## config.mk

```make
export PLATFORM = sky130hd
export DESIGN_NAME = rf_wb_arbiter
export DESIGN_NICKNAME = d
export VERILOG_FILES = /design/src/rtl/rf_wb_arbiter.sv
export SDC_FILE = /design/constraint.sdc
export NUM_CORES = 1
export LEC_CHECK = 0
export CAP_MARGIN = 20
export CORE_MARGIN = 1
export CORE_UTILIZATION = 48
export DETAILED_ROUTE_END_ITERATION = 16
export PLACE_DENSITY_LB_ADDON = 0.05
export SYNTH_ARGS = -nofsm -noshare
export SYNTH_HDL_FRONTEND = slang
export SYNTH_SLANG_ARGS = --single-unit
```

## constraint.sdc

```tcl
create_clock -name clk_i -period 6.25 [get_ports clk_i]
set_input_delay 1.25 -clock clk_i [delete_from_list [all_inputs] [get_ports clk_i]]
set_output_delay 1.25 -clock clk_i [all_outputs]
set_load 0.1 [all_outputs]
```

## src/rtl/rf_wb_arbiter.sv

```systemverilog
// Round-robin arbiter sharing the register-file write port between NUM_REQ writeback sources.
// One registered output stage; writes to the zero register are absorbed and counted.
module rf_wb_arbiter #(
    parameter int NUM_REQ  = 3,
    parameter int DATA_W   = 64,
    parameter int ADDR_W   = 5,
    parameter int ZERO_REG = 31
) (
    input  logic                      clk_i,
    input  logic                      rst_i,
    input  logic                      stall_i,
    input  logic [NUM_REQ-1:0]        req_valid_i,
    input  logic [NUM_REQ*ADDR_W-1:0] req_addr_i,
    input  logic [NUM_REQ*DATA_W-1:0] req_data_i,
    output logic [NUM_REQ-1:0]        req_ready_o,
    output logic                      reg_write_o,
    output logic [ADDR_W-1:0]         wr_reg_o,
    output logic [DATA_W-1:0]         wr_data_o,
    output logic [31:0]               pend_mask_o,
    output logic [15:0]               drop_cnt_o
);

    localparam int PTR_W = $clog2(NUM_REQ);

    logic [PTR_W-1:0]  rr_ptr_q,    rr_ptr_d;
    logic              reg_write_q, reg_write_d;
    logic [ADDR_W-1:0] wr_reg_q,    wr_reg_d;
    logic [DATA_W-1:0] wr_data_q,   wr_data_d;
    logic [15:0]       drop_cnt_q,  drop_cnt_d;

    logic [NUM_REQ-1:0] grant;
    logic               xfer;
    logic [PTR_W-1:0]   gnt_idx;
    logic [ADDR_W-1:0]  sel_addr;
    logic [DATA_W-1:0]  sel_data;
    logic               sel_is_zero;

    // Scan starting at rr_ptr; the first valid requester wins.
    always_comb begin
        // NOTE: every signal gets a default before any conditional assignment, so no latch is inferred.
        grant    = '0;
        xfer     = 1'b0;
        gnt_idx  = '0;
        sel_addr = '0;
        sel_data = '0;
        if (!rst_i && !stall_i) begin
            for (int k = 0; k < NUM_REQ; k++) begin
                automatic int idx = (int'(rr_ptr_q) + k) % NUM_REQ;
                if (!xfer && req_valid_i[idx]) begin
                    xfer       = 1'b1;
                    grant[idx] = 1'b1;
                    gnt_idx    = PTR_W'(idx);
                    sel_addr   = req_addr_i[idx*ADDR_W +: ADDR_W];
                    sel_data   = req_data_i[idx*DATA_W +: DATA_W];
                end
            end
        end
    end

    assign sel_is_zero = (sel_addr == ADDR_W'(ZERO_REG));

    always_comb begin
        rr_ptr_d    = rr_ptr_q;
        reg_write_d = 1'b0;
        wr_reg_d    = wr_reg_q;
        wr_data_d   = wr_data_q;
        drop_cnt_d  = drop_cnt_q;
        if (xfer) begin
            rr_ptr_d = (gnt_idx == PTR_W'(NUM_REQ - 1)) ? '0 : gnt_idx + PTR_W'(1);
            if (sel_is_zero) begin
                if (drop_cnt_q != 16'hFFFF) begin
                    drop_cnt_d = drop_cnt_q + 16'd1;
                end
            end else begin
                reg_write_d = 1'b1;
                wr_reg_d    = sel_addr;
                wr_data_d   = sel_data;
            end
        end
    end

    always_ff @(posedge clk_i or posedge rst_i) begin
        if (rst_i) begin
            rr_ptr_q    <= '0;
            reg_write_q <= 1'b0;
            wr_reg_q    <= '0;
            wr_data_q   <= '0;
            drop_cnt_q  <= '0;
        end else begin
            // NOTE: state registers use non-blocking assignments so all flops update together at the edge.
            rr_ptr_q    <= rr_ptr_d;
            reg_write_q <= reg_write_d;
            wr_reg_q    <= wr_reg_d;
            wr_data_q   <= wr_data_d;
            drop_cnt_q  <= drop_cnt_d;
        end
    end

    always_comb begin
        pend_mask_o = '0;
        for (int i = 0; i < 32; i++) begin
            pend_mask_o[i] = reg_write_q && (int'(wr_reg_q) == i);
        end
    end

    assign req_ready_o = grant;
    assign reg_write_o = reg_write_q;
    assign wr_reg_o    = wr_reg_q;
    assign wr_data_o   = wr_data_q;
    assign drop_cnt_o  = drop_cnt_q;

endmodule

```

==> run summary <==
Hold WC Path Type: reg2reg
# diodes: 0
EDFF count, synth: 0
max incr delay on CP: 680 ps
Post-CTS Resized: 0
Synth Net Count: 1510
DR WL met3: 2.80 mm
period utilization: 83.1%
core area: 0.0204 mm2
RSZ-0062 raised after global routing: false
drt wl/cell: 19.7 um
biggest area consumer among synthesized cells: dfrtp_1
drc violations: 0
Pre-Repair DR Iteration Count: 5
cells along the critical path: inv_1, ha_4, buf_4, nor2b_4, buf_4, o21ai_0, a21oi_1, buf_4
Max stage delay cell, worst path: buf_4
Die W: 147 um
TritonCTS clock tree: done
aggregate routed wire length: 35.5 mm
Hold Slack: 483 ps
total chip power: 0.00815 W
Relative slew margins: 28.9%
worst skew pair latency: 350 ps
most frequent cell after synthesis: mux2i_1
Root Buffer: clkbuf_16
num ports: 334
die span in y: 147 um
RR Startpoint: rr_ptr_q[0]
port buffer count: 333
max-slew violation count: 0
CP endpoint: req_ready_o[1]
worst slew pin tran: 1060 ps
Max VDD drop: 350 uV
reg2reg end: wr_data_o[53]
crit path launch: rr_ptr_q[0]
# setup viols final: 0
Pleak: 5.46 nW
Max Cap Viol: 0
Fin Setup TNS: 0 ps
crit-path leading delay family: buffers and inverters
clk_skew: 8.41 ps
number of global-route vias before repair: 10.8k
nets: 1760
Post-Synthesis Cell Area: 0.0100 mm2
CTS sink cnt: 88
CP dominant cell by count: buf_4
share of layout cells above drive strength 1: 8.78%
largest net degree at the start of global routing: 67
Die ar.: 0.0215 mm2
largest fanout on the critical path: 66
CTS Hold Bufs: 0
first-pass GRT wire length: 56.0 mm
total gr overflow: 0
Setup crit end kind: primary output
WP buf/inv: 4
sequential share of the synthesized area: 21.9%
initial antenna violation count: 0
Synth warnings: 0
antenna viol nets, final: 0
postcts setup bufs: 0
post-synthesis instance total: 1283
Synth top area share: 21.9%
CP Class: reg2out
CTS max path bufs: 2
DR vias: 11.0k
flops & latches, synth: 88
Initial Utilization: 49.3%
multi-input combinational cell area: 0.00735 mm2
clock-pin slew on the worst setup and hold paths: 70 ps
wire length on met1: 14.8 mm
initial DRC count: 795
H-tree depth: 3
Fmax: 0.193 GHz
WP data required: 5000 ps
top area cells in the synthesized netlist: dfrtp_1 22%, mux2i_1 21%, a21oi_1 7.6%
post-route minimum period: 5190 ps
CP Launch Type: flop
most common flop cell mapped by yosys: dfrtp_1
worst path arrival time: 3940 ps
RePlAce Congestion: 0.913
routed wl met2: 16.9 mm
share of flip-flops with an asynchronous set or reset: 100%
DPL Wire Length: 23.6 mm
post-synth cell types: 60
Avg Cell Area, Syn: 7.83 um2
Final Hold Violating Endpoints: 0
pwr/cell area: 592 mW/mm2
status: finished, final reports clean
worst reg-to-reg path cell count: 17
Storage cell area: 0.00220 mm2
area grow syn2layout: 37.0%
vias per cell: 6.09
highest routed layer: met4
most frequent cells after synthesis: 208 x mux2i_1, 178 x nor2_1, 152 x a21oi_1, 144 x nand2_1, 88 x dfrtp_1
reg2reg setup slack: 1220 ps
Core Rows: 52
All-Layer GR Usage: 32.3%
Num CTS Buffers: 9
Layout fillers: 1717
Critical Path Stages: 8
## placed cells by master, fill, tap and decap left out, types with 17 or more instances in the layout
| cell | count |
|---|---|
| o221ai_1 | 49 |
| dfrtp_1 | 88 |
| nand2_1 | 144 |
| mux2_4 | 40 |
| nand3_1 | 18 |
| mux2i_1 | 208 |
| xor2_1 | 17 |
| mux2_2 | 29 |
| buf_4 | 22 |
| clkdlybuf4s50_1 | 330 |
| o21ai_0 | 82 |
| a21oi_1 | 152 |
| nor2_1 | 176 |
## layer usage
metal / vias up / GRT usage (%)
li1: 5148 / -
met3: 75 / 5.72
met4: 0 / 12.0
met2: 530 / 54.6
met5: - / 0
met1: 5260 / 41.0
## sequential cells by signal, summed over array words and instances, names as in the netlist
name / flops
rr_ptr_q: 2
drop_cnt_o: 16
wr_reg_o: 5
wr_data_o: 64
reg_write_o: 1
## how the worst min path moves through the flow
| stage | startpoint | to | slack [ps] | cells after the start |
|---|---|---|---|---|
| 6_report | drop_cnt_o[10] | drop_cnt_o[10] | 480 | 1 |
| 5_1_grt | drop_cnt_o[12] | drop_cnt_o[12] | 500 | 1 |
| 4_1_cts | drop_cnt_o[8] | drop_cnt_o[8] | 490 | 1 |
| 3_5_place_dp | drop_cnt_o[10] | drop_cnt_o[10] | 480 | 1 |
| 3_3_place_gp | drop_cnt_o[10] | drop_cnt_o[10] | 470 | 1 |
| 2_1_floorplan | rr_ptr_q[0] | rr_ptr_q[0] | 550 | 2 |
## power by group
part	switching, W	leakage [nW]	internal, W
clock	0.000246	0.149	0.000351
sequential	0.000190	1.16	0.000761
combinational	0.00435	4.15	0.00226
## cells by family after synthesis
kind of cell             after synthesis  synth area share (%)
AO/OA/AOI/OAI                        338                  20.5
multiplexers                         280                  30.4
adder cells (fa/ha/maj)               14                  1.89
XOR/XNOR                              18                  1.57
buffers and inverters                128                  5.75
AND/OR/NAND/NOR                      417                  17.9
flip-flops                            88                  21.9
## area by class of cell
class / count / area share, %
well taps: 270 / 2.45
multi-input cells: 1067 / 53.4
inverters: 13 / 0.373
repair buffers: 354 / 25.5
clock buffers: 9 / 1.64
flip-flops and latches: 88 / 16.0
clock inverters: 6 / 0.672
## metrics by stage
step / cell area, um2 / cells / worst slack (ps) / util [%]
global route: 13800 / 1807 / 859 / 67.6
finish: 13800 / 1807 / 1060 / 67.6
global placement: 13500 / 1792 / 1330 / 66.0
CTS: 13800 / 1807 / 1080 / 67.6
detailed placement: 13500 / 1792 / 1260 / 66.0
floorplan: 10000 / 1283 / 551 / -
Power figures use the tool's default switching activity.
